File: config.mk
export PLATFORM = sky130hd
export DESIGN_NAME = cpu_if
export DESIGN_NICKNAME = d
export VERILOG_FILES = /design/src/rtl/cpu_if.sv
export SDC_FILE = /design/constraint.sdc
export NUM_CORES = 1
export LEC_CHECK = 0
export BUFFER_PORTS_ARGS = -buffer_cell sky130_fd_sc_hd__clkbuf_2
export CAP_MARGIN = 20
export CORE_AREA = 3 3 152 110
export DETAILED_ROUTE_END_ITERATION = 8
export DIE_AREA = 0 0 155 113
export GPL_TIMING_DRIVEN = 0
export PLACE_DENSITY = 0.65
export SETUP_SLACK_MARGIN = 0.3
export SKIP_LAST_GASP = 1
export SLEW_MARGIN = 10
export SYNTH_ARGS = -nofsm -noshare
export SYNTH_HDL_FRONTEND = slang
export SYNTH_SLANG_ARGS = --single-unit
File: constraint.sdc
create_clock -name clk -period 2.6 [get_ports clk]
set_input_delay 0.13 -clock clk [delete_from_list [all_inputs] [get_ports clk]]
set_output_delay 0.13 -clock clk [all_outputs]
set_load 0.005 [all_outputs]
File: src/rtl/cpu_if.sv
// Instruction fetch stage: keeps the fetch PC, issues single-outstanding word reads and
// presents the fetched instruction to IF/ID through a valid/stall handshake.
module cpu_if #(
  parameter logic [31:0] RESET_PC = 32'hbfc00000
) (
  input  logic        clk,
  input  logic        rst,
  input  logic        stall,
  input  logic        redirect,
  input  logic [31:0] redirect_pc,
  output logic        ibus_req,
  output logic [31:0] ibus_addr,
  input  logic        ibus_ready,
  input  logic        ibus_valid,
  input  logic [31:0] ibus_rdata,
  output logic        inst_valid,
  output logic [31:0] pc_o,
  output logic [31:0] inst_o,
  output logic        addr_err
);

  typedef enum logic [1:0] {StReq, StWait, StHold, StDrop} state_e;

  state_e      state_q, state_d;
  logic [31:0] fetch_pc_q;
  logic        unaligned;
  logic        transfer;

  assign unaligned = (fetch_pc_q[1:0] != 2'b00);
  assign transfer  = inst_valid && !stall;

  always_ff @(posedge clk or posedge rst) begin
    if (rst) begin
      state_q <= StReq;
    end else begin
      state_q <= state_d;
    end
  end

  always_comb begin
    state_d = state_q;
    if (redirect) begin
      // ibus_req is masked during redirect, so only an accepted-but-unanswered read is in flight
      state_d = (state_q == StWait && !ibus_valid) ? StDrop : StReq;
    end else begin
      unique case (state_q)
        StReq: begin
          if (unaligned) begin
            state_d = StHold;
          end else if (ibus_ready) begin
            state_d = StWait;
          end
        end
        StWait: if (ibus_valid) state_d = StHold;
        StHold: if (transfer) state_d = StReq;
        StDrop: if (ibus_valid) state_d = StReq;
        default: state_d = StReq;
      endcase
    end
  end

  always_comb begin
    ibus_req  = (state_q == StReq) && !unaligned && !redirect && !rst;
    ibus_addr = fetch_pc_q;
  end

  always_ff @(posedge clk or posedge rst) begin
    if (rst) begin
      fetch_pc_q <= RESET_PC;
      inst_valid <= 1'b0;
      pc_o       <= RESET_PC;
      inst_o     <= 32'h0;
      addr_err   <= 1'b0;
    end else if (redirect) begin
      fetch_pc_q <= redirect_pc;
      inst_valid <= 1'b0;
      addr_err   <= 1'b0;
    end else begin
      unique case (state_q)
        StReq: begin
          if (unaligned) begin
            inst_valid <= 1'b1;
            addr_err   <= 1'b1;
            inst_o     <= 32'h0;
            pc_o       <= fetch_pc_q;
          end
        end
        StWait: begin
          if (ibus_valid) begin
            inst_valid <= 1'b1;
            addr_err   <= 1'b0;
            inst_o     <= ibus_rdata;
            pc_o       <= fetch_pc_q;
          end
        end
        StHold: begin
          if (transfer) begin
            inst_valid <= 1'b0;
            fetch_pc_q <= fetch_pc_q + 32'd4;
          end
        end
        default: ;
      endcase
    end
  end

endmodule
==> reports/metrics.csv <==
stage,metric,value,unit
cells_and_area,share_of_final_layout_standard_cells_stronger_than_drive_strength_1,0.402,
worst_setup_path,arrival,2.39,ns
yosys,synth_flop_cell,dfrtp_1,
yosys,most_frequent_cell_after_synthesis,dfrtp_1,
timing,post-route-period-util,0.845,
timing,drv_slew,0,
power,power.density,684,nW/um^2
route,ant_nets,0,
place,gp_congestion,0.778,
cells_and_area,antenna-diode-count,0,
yosys,synth.yosys.seq_area_share,0.552,
cells_and_area,syn2layout_area_growth,36.0,%
yosys,post_synthesis_mean_instance_area,10.3,um^2
place,count_of_buffers_inserted_at_the_top_level_ports,167,
run_status,run_status,completed,
grt,grt_antenna_before_repair,0,
grt,grt.total_usage,0.155,
route,detailedRoute.firstIterationViolations,256,
yosys,post-synth-top-area-cell,dfrtp_1,
timing,final.setup.worst_slack,0.402,ns
power,vdd_drop_max,318,uV
worst_setup_path,critical_path.reg2reg.endpoint,ibus_addr[30],
route,route.final.wire_length,13700,um
timing,rsz_0062_raised_after_global_routing,false,
worst_setup_path,crit_chain,nand3_2 -> or4_4 -> buf_6 -> clkbuf_1 -> o31ai_1 -> a31oi_1,
place,place.detailed.hpwl,10300,um
power,p_clk_frac,0.339,
yosys,synth_commonest_cells,"82 x dfrtp_1, 46 x o21ai_0, 44 x nand3_1, 38 x inv_1, 34 x mux2_2",
timing,timing_worst_slew_pin_value,0.678,ns
clock_network,clk_path_buf_depth,2,
timing,timing.clock.skew,0.00992,ns
worst_setup_path,worstSetupPathType,reg2reg,
flow_run,max-cap-violations,0,
worst_setup_path,worst-endpoint-required,2.79,ns
yosys,yosys-top-cells-area,"dfrtp_1 45%, dfstp_2 10%, mux2_2 8.4%",
worst_setup_path,worst-path-buf-inv,2,
yosys,ys_types,40,
yosys,synthesis.nets,514,
worst_setup_path,timing.critical_path.slowest_cell_delay,0.59,ns
clock_network,clockRootBuffer,clkbuf_16,
yosys,summed_instance_area_of_the_synthesized_netlist,4580,um^2
timing,layout_min_cycle_time,2.20,ns
power,leakagePower,2.79,nW
yosys,synth.ff_latch_count,100,
worst_setup_path,crit_family,simple AND/OR/NAND/NOR gates,
yosys,synth_edf_count,0,
worst_setup_path,beginning_of_the_critical_path,ibus_addr[8],
die,die-area,17500,um^2
worst_setup_path,critPathSlowestCell,or4_4,
worst_setup_path,critical_path.reg2reg.startpoint,ibus_addr[8],
worst_setup_path,crit_end,ibus_addr[30],
grt,grt_remaining_overflow,0,
route,routed-via-count,4083,
die,design.core.area,15400,um^2
yosys,ys_async_rst_share,1.00,
hold_path,min-delay-path-class,in2reg,
power,combinationalPowerShare,0.190,
clock_network,cts_sinks,100,
die,floorplan.die.height,113,um
power,reg_power_frac,0.471,
timing,slew_headroom,0.548,
worst_setup_path,cp.depth,6,
clock_network,clkSlewWorstSetupHoldPaths,0.07,ns
route,drt_first_pass_iters,4,
yosys,post_synth_inst_count,443,
die,std_cell_rows,38,
place,place_ws,0.192,ns
worst_setup_path,timing.reg2reg.worst_path_depth,6,
grt,wire_length_of_the_first_global_routing_pass,21700,um
yosys,yosysWarnings,0,
clock_network,h_tree_depth,3,
worst_setup_path,critPathMaxFanout,10,
timing,number_of_endpoints_failing_setup_at_the_final_stage,0,
worst_setup_path,critical_path.endpoint_type,flop,
die,starting_density_of_the_core,0.298,
timing,finalSetupTns,0,ns
route,wire_per_inst,16.2,um
power,internal_power,0.00310,W
clock_network,clkLatencyLatePin,0.34,ns
route,detail_route.vias_per_cell,4.83,
worst_setup_path,worst-r2r-setup-slack,0.40,ns
power,power.share.switching,0.272,
cells_and_area,nNetsFinal,712,
timing,final-hold-violation-count,0,
yosys,synth_top_area_share,0.448,
clock_network,cts-buffers-inserted,9,
clock_network,cts_tree,yes,
power,net-switching-power,0.00116,W
grt,grt_start_max_net_pins,31,
worst_setup_path,setup.worst_path.start_class,flop,
die,io-pin-count,169,
grt,grt_pass1_vias,3916,
route,drc,0,
die,fp.dieW,155,um
timing,fmax,455,MHz
metrics by stage:
| step | cell area, um^2 | hold WS (ns) | instances | total power [W] | util |
|---|---|---|---|---|---|
| after floorplan | 4580 | 0.249 | 443 | 0.00240 | - |
| after CTS | 6220 | 0.0000751 | 846 | 0.00433 | 0.405 |
| after global routing | 6230 | 0.0107 | 846 | 0.00450 | 0.405 |
| final | 6230 | 0.0102 | 846 | 0.00426 | 0.405 |
| after global placement | 5670 | 0.343 | 810 | 0.00281 | 0.369 |
| after detailed placement | 5730 | 0.171 | 813 | 0.00284 | 0.373 |
state kept, by name (all words and copies together) (netlist names):
name and flops:
addr_err 1, ibus_addr 32, inst_o 32, inst_valid 1, pc_o 32, state_q 2
final cells by class:
class / count / area, um^2
Clock inverter: 6 / 88.8
Sequential cell: 100 / 2530
Multi-Input combinational cell: 276 / 1790
Fill cell: 1530 / 9130
Timing Repair Buffer: 187 / 1060
Clock buffer: 10 / 229
Inverter: 38 / 146
Buffer: 29 / 130
Tap cell: 200 / 250
how the worst min path moves through the flow:
| stage | cells past startpoint | startpoint | end | slack (ns) |
|---|---|---|---|---|
| 2_1_floorplan | 2 | redirect_pc[22] | ibus_addr[22] | 0.25 |
| 3_3_place_gp | 3 | redirect_pc[8] | ibus_addr[8] | 0.34 |
| 3_5_place_dp | 2 | rst | ibus_addr[0] | 0.17 |
| 4_1_cts | 3 | redirect_pc[3] | ibus_addr[3] | 0.00008 |
| 5_1_grt | 3 | redirect_pc[6] | ibus_addr[6] | 0.01 |
| 6_report | 3 | redirect_pc[6] | ibus_addr[6] | 0.01 |
per-layer routing:
| layer | track usage | wire, um |
|---|---|---|
| met1 | 0.229 | 6690 |
| met2 | 0.233 | 6030 |
| met3 | 0.0325 | 730 |
| met4 | 0.0388 | 245 |
| met5 | 0 | 0 |
placed cells by master, fill, tap and decap left out, drive strengths merged, types with 4 or more instances in the layout:
| master | count |
|---|---|
| nand2 | 24 |
| inv | 37 |
| o21ai | 46 |
| dfstp | 18 |
| o31ai | 12 |
| dlygate4sd3 | 16 |
| buf | 14 |
| nand4 | 10 |
| a21oi | 4 |
| o211ai | 5 |
| mux2 | 34 |
| xnor2 | 5 |
| nand3 | 46 |
| nor2 | 19 |
| xor2 | 4 |
| or3 | 6 |
| dfrtp | 82 |
| a31oi | 16 |
| or4 | 19 |
| clkbuf | 196 |
tightest hold or removal path: cells and delay by family:
family | cells | cell delay, ns
compound gates | 1 | 0.06
buf+inv | 1 | 0.08
simple gates | 1 | 0.04
power by group through the flow:
stage	Sequential [W]	Clock [W]	Combinational (W)
after floorplan	0.00202	0	0.000379
after global placement	0.00203	0	0.000781
after detailed placement	0.00203	0	0.000805
after CTS	0.00200	0.00150	0.000828
after global routing	0.00204	0.00156	0.000903
final	0.00201	0.00144	0.000812
repair_timing:
action,in CTS,in global routing
setup endpoints to repair,39,24
hold buffers,16,0
hold endpoints to repair,32,0
gates resized for setup,5,6
setup buffers,1,0
pin swaps,1,0
cells by family after synthesis:
group	after synthesis	synth area share
adders and majority gates	1	0.00273
xor gates and xnor gates	9	0.0172
DFF	100	0.552
buffers and inverters	67	0.0577
AOI/OAI and AO/OA	87	0.112
muxes	36	0.0880
and+or+nand+nor	143	0.171
Power figures use the tool's default switching activity.
